--- config.mk ---
export PLATFORM = sky130hd
export DESIGN_NAME = mux_rr_arbiter
export DESIGN_NICKNAME = d
export VERILOG_FILES = /design/src/rtl/mux_arb_pkg.sv /design/src/rtl/mux_arb_skid.sv /design/src/rtl/mux_rr_arbiter.sv
export SDC_FILE = /design/constraint.sdc
export NUM_CORES = 1
export LEC_CHECK = 0
export BUFFER_PORTS_ARGS = -buffer_cell sky130_fd_sc_hd__buf_2
export CORE_AREA = 5 5 42 44
export CTS_BUF_LIST = sky130_fd_sc_hd__clkbuf_16
export DETAILED_ROUTE_END_ITERATION = 7
export DIE_AREA = 0 0 47 49
export HOLD_SLACK_MARGIN = 0.02
export PLACE_DENSITY = 0.66
export SKIP_CTS_REPAIR_TIMING = 1
export SLEW_MARGIN = 10
export SYNTH_ARGS = -nofsm -noshare
export SYNTH_HDL_FRONTEND = slang
export SYNTH_SLANG_ARGS = --single-unit
export TNS_END_PERCENT = 50
--- constraint.sdc ---
create_clock -name clk -period 3.3 [get_ports clk]
set_clock_uncertainty 0.1 [all_clocks]
set_input_delay 0.495 -clock clk [delete_from_list [all_inputs] [get_ports clk]]
set_output_delay 0.495 -clock clk [all_outputs]
set_load 0.02 [all_outputs]
--- src/rtl/mux_arb_pkg.sv ---
// Shared definitions for the two-channel round-robin mux arbiter.
// Contents: FSM state encodings (IDLE/GNT0/GNT1) and mux select values.
package mux_arb_pkg;

    // FSM state encodings
    localparam int unsigned STATE_W = 2;
    localparam logic [STATE_W-1:0] IDLE = 2'd0;
    localparam logic [STATE_W-1:0] GNT0 = 2'd1;
    localparam logic [STATE_W-1:0] GNT1 = 2'd2;

    // Mux select values
    localparam logic SEL_CH0 = 1'b0;
    localparam logic SEL_CH1 = 1'b1;

endpackage

--- src/rtl/mux_arb_skid.sv ---
// Two-entry skid buffer placed on the arbiter output when
// MUX_RR_ARBITER_OUT_REG_EN is defined. It registers valid and payload
// and takes one beat per cycle for as long as its output is drained.
// Ports:
//   clk, rst_n               clock, async active-low reset (clears to empty)
//   in_valid/in_data/in_ready upstream side; in_ready = "not full"
//   out_valid/out_data/out_ready downstream side, driven from flops
// The module exists only when MUX_RR_ARBITER_OUT_REG_EN is defined.
`ifdef MUX_RR_ARBITER_OUT_REG_EN
module mux_arb_skid #(
    parameter int unsigned W = 9
) (
    input  logic         clk,
    input  logic         rst_n,
    input  logic         in_valid,
    input  logic [W-1:0] in_data,
    output logic         in_ready,
    output logic         out_valid,
    output logic [W-1:0] out_data,
    input  logic         out_ready
);

    localparam int unsigned CNT_W = 2;

    logic [W-1:0]     mem_q [2];
    logic [W-1:0]     mem_d [2];
    logic             wr_ptr_q, wr_ptr_d;
    logic             rd_ptr_q, rd_ptr_d;
    logic [CNT_W-1:0] cnt_q, cnt_d;
    logic             push_c, pop_c;

    assign in_ready  = (cnt_q != CNT_W'(2));
    assign out_valid = (cnt_q != CNT_W'(0));
    assign out_data  = mem_q[rd_ptr_q];
    assign push_c    = in_valid & in_ready;
    assign pop_c     = out_valid & out_ready;

    // Next-state for storage, pointers and fill level
    always_comb begin
        mem_d    = mem_q;
        wr_ptr_d = wr_ptr_q ^ push_c;
        rd_ptr_d = rd_ptr_q ^ pop_c;
        cnt_d    = cnt_q + CNT_W'(push_c) - CNT_W'(pop_c);
        if (push_c) begin
            mem_d[wr_ptr_q] = in_data;
        end
    end

    // State registers
    always_ff @(posedge clk or negedge rst_n) begin
        if (!rst_n) begin
            mem_q[0] <= '0;
            mem_q[1] <= '0;
            wr_ptr_q <= 1'b0;
            rd_ptr_q <= 1'b0;
            cnt_q    <= '0;
        end else begin
            mem_q    <= mem_d;
            wr_ptr_q <= wr_ptr_d;
            rd_ptr_q <= rd_ptr_d;
            cnt_q    <= cnt_d;
        end
    end

endmodule
`endif

--- src/rtl/mux_rr_arbiter.sv ---
// Two-requester round-robin arbiter feeding a 2:1 data mux. A grant is held
// from the first beat of a packet to its last beat, so packets never
// interleave; rr_ptr moves to the other channel at each packet end.
// Ports:
//   clk, rst_n                        clock, async active-low reset
//   in{0,1}_valid/_data/_last/_ready  requester channels (valid/ready)
//   out_valid/out_data/out_last       granted channel towards the consumer
//   out_ready                         consumer accept
//   sel                               mux select (0 = ch0, 1 = ch1)
//   busy                              a grant is held
// Build option: MUX_RR_ARBITER_OUT_REG_EN inserts a 2-entry skid buffer on
// the output (+1 cycle latency, ready path no longer combinational).
module mux_rr_arbiter
    import mux_arb_pkg::*;
#(
    parameter int unsigned DATA_W = 8
) (
    input  logic              clk,
    input  logic              rst_n,
    input  logic              in0_valid,
    input  logic [DATA_W-1:0] in0_data,
    input  logic              in0_last,
    output logic              in0_ready,
    input  logic              in1_valid,
    input  logic [DATA_W-1:0] in1_data,
    input  logic              in1_last,
    output logic              in1_ready,
    output logic              out_valid,
    output logic [DATA_W-1:0] out_data,
    output logic              out_last,
    input  logic              out_ready,
    output logic              sel,
    output logic              busy
);

    logic [STATE_W-1:0] state_q, state_d;
    logic               rr_ptr_q, rr_ptr_d;
    logic               gnt0_c, gnt1_c;
    logic               cur_valid_c, cur_last_c, oth_valid_c;
    logic [DATA_W-1:0]  cur_data_c;
    logic               sink_ready_c;
    logic               acc_c;

    assign gnt0_c = (state_q == GNT0);
    assign gnt1_c = (state_q == GNT1);
    assign sel    = gnt1_c ? SEL_CH1 : SEL_CH0;
    assign busy   = gnt0_c | gnt1_c;

    // Granted-channel mux; everything reads as zero while idle
    always_comb begin
        cur_valid_c = 1'b0;
        cur_data_c  = '0;
        cur_last_c  = 1'b0;
        oth_valid_c = 1'b0;
        if (gnt0_c) begin
            cur_valid_c = in0_valid;
            cur_data_c  = in0_data;
            cur_last_c  = in0_last;
            oth_valid_c = in1_valid;
        end else if (gnt1_c) begin
            cur_valid_c = in1_valid;
            cur_data_c  = in1_data;
            cur_last_c  = in1_last;
            oth_valid_c = in0_valid;
        end
    end

    // Readies depend only on the grant and the sink, never on the valids
    assign in0_ready = gnt0_c & sink_ready_c;
    assign in1_ready = gnt1_c & sink_ready_c;
    assign acc_c     = cur_valid_c & sink_ready_c;

`ifdef MUX_RR_ARBITER_OUT_REG_EN
    logic              skid_in_ready;
    logic [DATA_W:0]   skid_out_data;

    // Packet end is seen where the beat enters the skid, not where it leaves
    mux_arb_skid #(
        .W (DATA_W + 1)
    ) u_skid (
        .clk       (clk),
        .rst_n     (rst_n),
        .in_valid  (cur_valid_c),
        .in_data   ({cur_last_c, cur_data_c}),
        .in_ready  (skid_in_ready),
        .out_valid (out_valid),
        .out_data  (skid_out_data),
        .out_ready (out_ready)
    );

    assign sink_ready_c = skid_in_ready;
    assign out_last     = skid_out_data[DATA_W];
    assign out_data     = skid_out_data[DATA_W-1:0];
`else
    assign sink_ready_c = out_ready;
    assign out_valid    = cur_valid_c;
    assign out_data     = cur_data_c;
    assign out_last     = cur_last_c;
`endif

    // Grant FSM: arbitrate from IDLE, hold the grant until the last beat
    always_comb begin
        state_d  = state_q;
        rr_ptr_d = rr_ptr_q;
        case (state_q)
            IDLE: begin
                if (in0_valid | in1_valid) begin
                    if (rr_ptr_q == SEL_CH1) begin
                        state_d = in1_valid ? GNT1 : GNT0;
                    end else begin
                        state_d = in0_valid ? GNT0 : GNT1;
                    end
                end
            end
            GNT0, GNT1: begin
                if (acc_c & cur_last_c) begin
                    // Hand straight over when the other side waits; a lone
                    // channel re-arbitrates through IDLE
                    rr_ptr_d = gnt1_c ? SEL_CH0 : SEL_CH1;
                    if (oth_valid_c) begin
                        state_d = gnt1_c ? GNT0 : GNT1;
                    end else begin
                        state_d = IDLE;
                    end
                end
            end
            default: state_d = IDLE;
        endcase
    end

    // State registers
    always_ff @(posedge clk or negedge rst_n) begin
        if (!rst_n) begin
            state_q  <= IDLE;
            rr_ptr_q <= SEL_CH0;
        end else begin
            state_q  <= state_d;
            rr_ptr_q <= rr_ptr_d;
        end
    end

endmodule
# == After elaboration in Yosys (flattened, before gate mapping) ==
# Cells that the tools add are included.
# word_totals
in_bits,23
wordCells,34
out_inout_bits,14
regBits,3
# classes
muxes,18
reduce_logical,4
bitwise_logic,6
n_eq_ne,4
# op_table
op,n
$mux W8,2
$mux W2,7
$mux W1,8
$and A1 B1 Y1,4
$ne A2 B2 Y1 const B,2
$pmux W2 S2,1
$reduce_and A2 Y1,2
$eq A2 B1 Y1 const B,1
$eq A2 B2 Y1 const B,1
$logic_not A2 Y1,1
$or A1 B1 Y1,2
$reduce_or A2 Y1,1

# == Longest topological paths before layout ==
# Gate-level depths: netlist of run 1.
# logic_depth
word_depth,7
mapped_depth,7
ltp_nobuf,6

# == Least setup slack after synthesis of run 1 ==
# No wires, ideal clock.
# synth_timing
path_kind,register to output
from,reg state_q[0]
to,out out_last
arrival_time_ns,1.359
required_time_ns,2.705
path_buffers,1
slack_ns,1.346
path_stages_with_launch,6
cell_sequence,dfrtp_1 inv_1 ha_1 nor2b_2 buf_6 a22o_2
# synth_between
elab_chain_len,3
word_cells_on_any_way,4
classes_between,2 x eq/ne; 2 x mux
# synth_rtl
item,line_no,text
"start, declared",mux_rr_arbiter.sv:36,"logic [STATE_W-1:0] state_q, state_d;"
"start signal, assigned",mux_rr_arbiter.sv:137,state_q <= state_d;
$eq A2 B2 Y1,mux_rr_arbiter.sv:45,assign gnt1_c = (state_q == GNT1);
$mux W1,mux_rr_arbiter.sv:60,end else if (gnt1_c) begin
$mux W1 *,mux_rr_arbiter.sv:55,if (gnt0_c) begin
"end, declared",mux_rr_arbiter.sv:30,"output logic out_last,"
# Mark *: on every way between the ends. The rest lies on a longest branch, timed or not.

# == Worst setup path after layout of run 1 ==
# layout_timing
from,reg state_q[1]
to,out out_last
# Same word-level chain as after synthesis.

==> results of run 1 <==
[worst paths after layout]
kind	endpoint	slack, ps	depth (start not counted)
setup / recovery	out_last	830	5
hold / removal	state_q[1]	450	1
setup reg to reg	state_q[0]	1030	6
hold reg to reg	state_q[1]	450	1
max in group asynchronous	state_q[0]	2500	2
min in group asynchronous	state_q[1]	490	2
[layout make-up]
type                            count  area, sq um
Clock buffer                        3         75.1
Clock inverter                      1         3.75
Fill cell                         134          716
Inverter                            3         11.3
Multi-Input combinational cell     36          310
Sequential cell                     3         75.1
Tap cell                           16         20.0
Timing Repair Buffer               37          190
[power by group]
part | leakage [nW] | switching, W | total (W) | internal, W
clock network | 0.0423 | 0.0000316 | 0.000188 | 0.000156
logic | 0.300 | 0.000239 | 0.000411 | 0.000172
registers | 0.0346 | 0.0000140 | 0.0000674 | 0.0000534
total | 0.377 | 0.000284 | 0.000666 | 0.000382
[layout by cell type, fill, tap and decap left out]
cell,n
a31oi_2,1
dlygate4sd3_1,1
nand4b_1,1
or2_2,1
buf_2,36
a32oi_1,1
a22o_2,10
inv_1,4
nand3_1,1
nand2_1,1
clkbuf_16,3
a21oi_1,2
mux2_1,1
mux2_2,1
ha_1,4
nand3b_1,1
a31oi_1,1
dfrtp_1,3
mux2i_1,1
and2_1,2
nor2b_2,1
nand4_1,3
nor2b_1,1
nand2b_1,2
[metrics by stage]
stage | util | cell area [sq um] | hold WS (ps)
after floorplan | - | 413 | 99.4
after global placement | 0.426 | 597 | 192
after detailed placement | 0.426 | 597 | 193
after CTS | 0.482 | 676 | -40.7
after global routing | 0.489 | 686 | 481
final | 0.489 | 686 | 445
[worst max-delay path, cell delays in order, from the launching register on]
cell	delay (ps)
dfrtp_1	370
inv_1	70
ha_1	360
nor2b_2	460
a22o_2	230
buf_2	160
[metal layers]
layer	global-route usage	share of wire	vias to the layer above
met5	0	0	-
met4	0.0829	0.029	0
met3	0.0554	0.21	4
met2	0.170	0.42	34
met1	0.0885	0.33	222
li1	-	-	252
[sequential cells by signal, summed over array words and instances, names as in the netlist]
name,count
state_q,2
rr_ptr_q,1
[cell families after synthesis]
group / Yosys count / synth area share
fa+ha+maj: 4 / 0.121
simple gates: 14 / 0.218
compound gates: 15 / 0.333
buf+inv: 5 / 0.0667
flops: 3 / 0.182
mux: 3 / 0.0788
==> results.toml, run 1 <==
[synth]
synth_fp_nets = 71
synth_cells = 44
yosys_most_used_dff = "dfrtp_1"
synth_cell_types = 23
yosysTopAreaCell = "a22o_2"
yosys_warnings = 0
synth-async-reset-ratio = 1.00
synth_edf_count = 0
synth-seq-cells = 3
synth_most_common_cell = "a22o_2"
synth_top_area_frac = 0.242
syn_avg_cell_area_sq_um = 9.38
netlist_area_sq_um = 413
synth_commonest_cells = "a22o_2, ha_1, dfrtp_1, inv_1, nand4_1"
synth_area_leaders = "a22o_2, dfrtp_1, ha_1, nand4_1, a31oi_2"
yosysSeqAreaShare = 0.182

[sta]
min_period_ps = 2470
setup_violations = 0
clock.fmax_mhz = 406
fin_tns_setup_ps = 0
rsz0062_at_grt = "no"
finalHoldViolCount = 0
maxSlewViolCount = 0
layout_setup_ws_ps = 834
tightest_slew_ps = 515
min_period_over_period = 0.747
relSlewSlack = 0.657

[global_route]
grt_usage = 0.104
grt_max_degree = 17
grt_pass1_vias = 446
grt_pass1_wl_microns = 1710
overflow = 0
antenna_found_initial = 0

[hold_path]
worst_hold_path_type = "reg2reg"
hp-start = "state_q[1]"

[die]
fp.dieH_microns = 49
io_pins = 37
dieArea_sq_mm = 0.00230
rows = 14
coreArea_sq_mm = 0.00140
initial_core_util = 0.295
die_width_microns = 47

[detailed_routing]
wire_per_inst_microns = 12.6
drc = 0
totalWireLength_microns = 1250
drt_iter0_markers = 5
via_per_inst = 5.17
vias = 512
first_pass_iters = 4
ant_nets = 0

[power]
finalPower_w = 0.000666
p_per_area_mw_per_mm2 = 971
p_leak_nw = 0.377
ir_drop_mv = 0.502

[cts]
clock_sinks = 3
path_clk_slew_ps = 30
cts_buffers = 3
cts_max_level = 1
cts.path.max_buffers = 2
cts-root-buf = "clkbuf_16"
clkLatencyLatePin_ps = 220
cts_tree = "built"

[flow_run]
maxCapViolCount = 0

[placement]
dpl.hpwl_microns = 1030
dpl.cell_count = 94
preCtsSetupSlack_ps = 1030
place.gp.congestion = 0.710
portBuffers = 36

[worst_setup_path]
end_kind = "output port"
required_ps = 2700
crit_type = "reg2out"
cp_max_fo = 16
crit_start = "state_q[1]"
arrival_ps = 1870
start_kind = "flop"
r2r_start = "state_q[1]"

[finish]
diodes = 0
instances_no_fill = 99
drive_gt1_frac = 0.639
final_nets = 111
areaGrowthSynthToFinish_pct = 66.1

[status]
status = "finished clean"
No activity file was read; power rests on OpenSTA's default activity.
==> inputs of run 2 (changes only) <==
==> constraint.sdc (replaced) <==
create_clock -name clk -period 2.4 [get_ports clk]
set_clock_uncertainty 0.1 [all_clocks]
set_input_delay 0.36 -clock clk [delete_from_list [all_inputs] [get_ports clk]]
set_output_delay 0.36 -clock clk [all_outputs]
set_load 0.02 [all_outputs]
==> results.toml, run 2 (synthesis gave the netlist of run 1 again) <==
[worst_setup_path]
r2r_start = "state_q[0]"
end_kind = "output port"
required_ps = 1940
cp_max_fo = 7
arrival_ps = 1770
crit_start = "state_q[0]"
crit_type = "reg2out"
start_kind = "flop"

[sta]
fin_tns_setup_ps = 0
setup_violations = 0
rsz0062_at_grt = "no"
maxSlewViolCount = 0
min_period_ps = 2230
tightest_slew_ps = 276
finalHoldViolCount = 0
min_period_over_period = 0.927
clock.fmax_mhz = 449
relSlewSlack = 0.815

[detailed_routing]
drt_iter0_markers = 3
vias = 509
first_pass_iters = 3
wire_per_inst_microns = 12.7
via_per_inst = 5.04
drc = 0
totalWireLength_microns = 1280
ant_nets = 0

[cts]
cts_max_level = 1
clock_sinks = 3
path_clk_slew_ps = 30
cts-root-buf = "clkbuf_16"
cts_buffers = 3
cts.path.max_buffers = 2
cts_tree = "built"
clkLatencyLatePin_ps = 220

[finish]
n_fill_cell = 137
largest_reg_flops = 2
layout_commonest_cell = "buf_2"
areaGrowthSynthToFinish_pct = 69.7
seq_area_sq_um = 75.1
final_nets = 113
reg_top3 = "state_q x2, rr_ptr_q x1"
diodes = 0
multi_input_area_sq_um = 310
mostFrequentLayoutCells = "buf_2, a22o_2, inv_1, ha_1"
top_register = "state_q"
drive_gt1_frac = 0.647

[die]
rows = 14
initial_core_util = 0.295
dieArea_sq_mm = 0.00230
fp.dieH_microns = 49
io_pins = 37
die_width_microns = 47
coreArea_sq_mm = 0.00140

[global_route]
overflow = 0
grt_usage = 0.0967
grt_pass1_vias = 441
grt_max_degree = 16
antenna_found_initial = 0
grt_pass1_wl_microns = 1660

[placement]
portBuffers = 36
dpl.hpwl_microns = 1050
place.gp.congestion = 0.709

[power]
finalPower_w = 0.000934
p_leak_nw = 0.388
ir_drop_mv = 0.647
p_per_area_mw_per_mm2 = 1330

[hold_path]
worst_hold_path_type = "in2async"

[flow_run]
maxCapViolCount = 0

[status]
status = "finished clean"
## run 2: cell types whose count changed in the layout (fill, tap and decap cells not counted)
cell	before	now
buf_4	0	2
## run 2: per-layer routing
metal | vias up | part of all wire | GRT usage
met5 | - | 0 | 0
met4 | 0 | 0 | 0.0553
met3 | 0 | 0.19 | 0.0258
met2 | 32 | 0.43 | 0.161
met1 | 225 | 0.38 | 0.104
li1 | 252 | - | -
## run 2: critical path: stages (launching register included)
cell and delay (ps):
dfrtp_1 400, inv_1 90, ha_1 240, nor2b_2 320
buf_4 200, a22o_2 140, buf_2 150
## run 2: final timing paths
kind	to	slack (ps)	depth (start not counted)
worst max-delay path	out_valid	170	6
worst min-delay path	rr_ptr_q	360	2
worst max register to register	state_q[0]	380	6
worst min register to register	state_q[1]	440	1
max in group asynchronous	state_q[1]	1740	2
min in group clk	rr_ptr_q	410	3
## run 2: cell type report
type / count / area share
flip-flops and latches: 3 / 0.107
well taps: 16 / 0.0286
clock buffers: 3 / 0.107
repair buffers: 39 / 0.293
clock inverters: 1 / 0.00536
inverters: 3 / 0.0161
multi-input cells: 36 / 0.443
## run 2: where the power goes
group          switching, W  internal (W)  leakage [nW]
logic              0.000332      0.000251         0.311
registers         0.0000189     0.0000735        0.0346
clock network     0.0000444      0.000215        0.0423
total              0.000395      0.000539         0.388
## run 2: through the flow
stage	setup slack (ps)	util	hold slack [ps]	instances	instance area [sq um]
3_5_place_dp	369	0.437	57.7	96	612
3_3_place_gp	449	0.437	57.3	96	612
2_1_floorplan	475	-	-35.6	44	413
6_report	175	0.500	360	101	701
5_1_grt	50.5	0.500	398	101	701
4_1_cts	155	0.493	-177	100	691
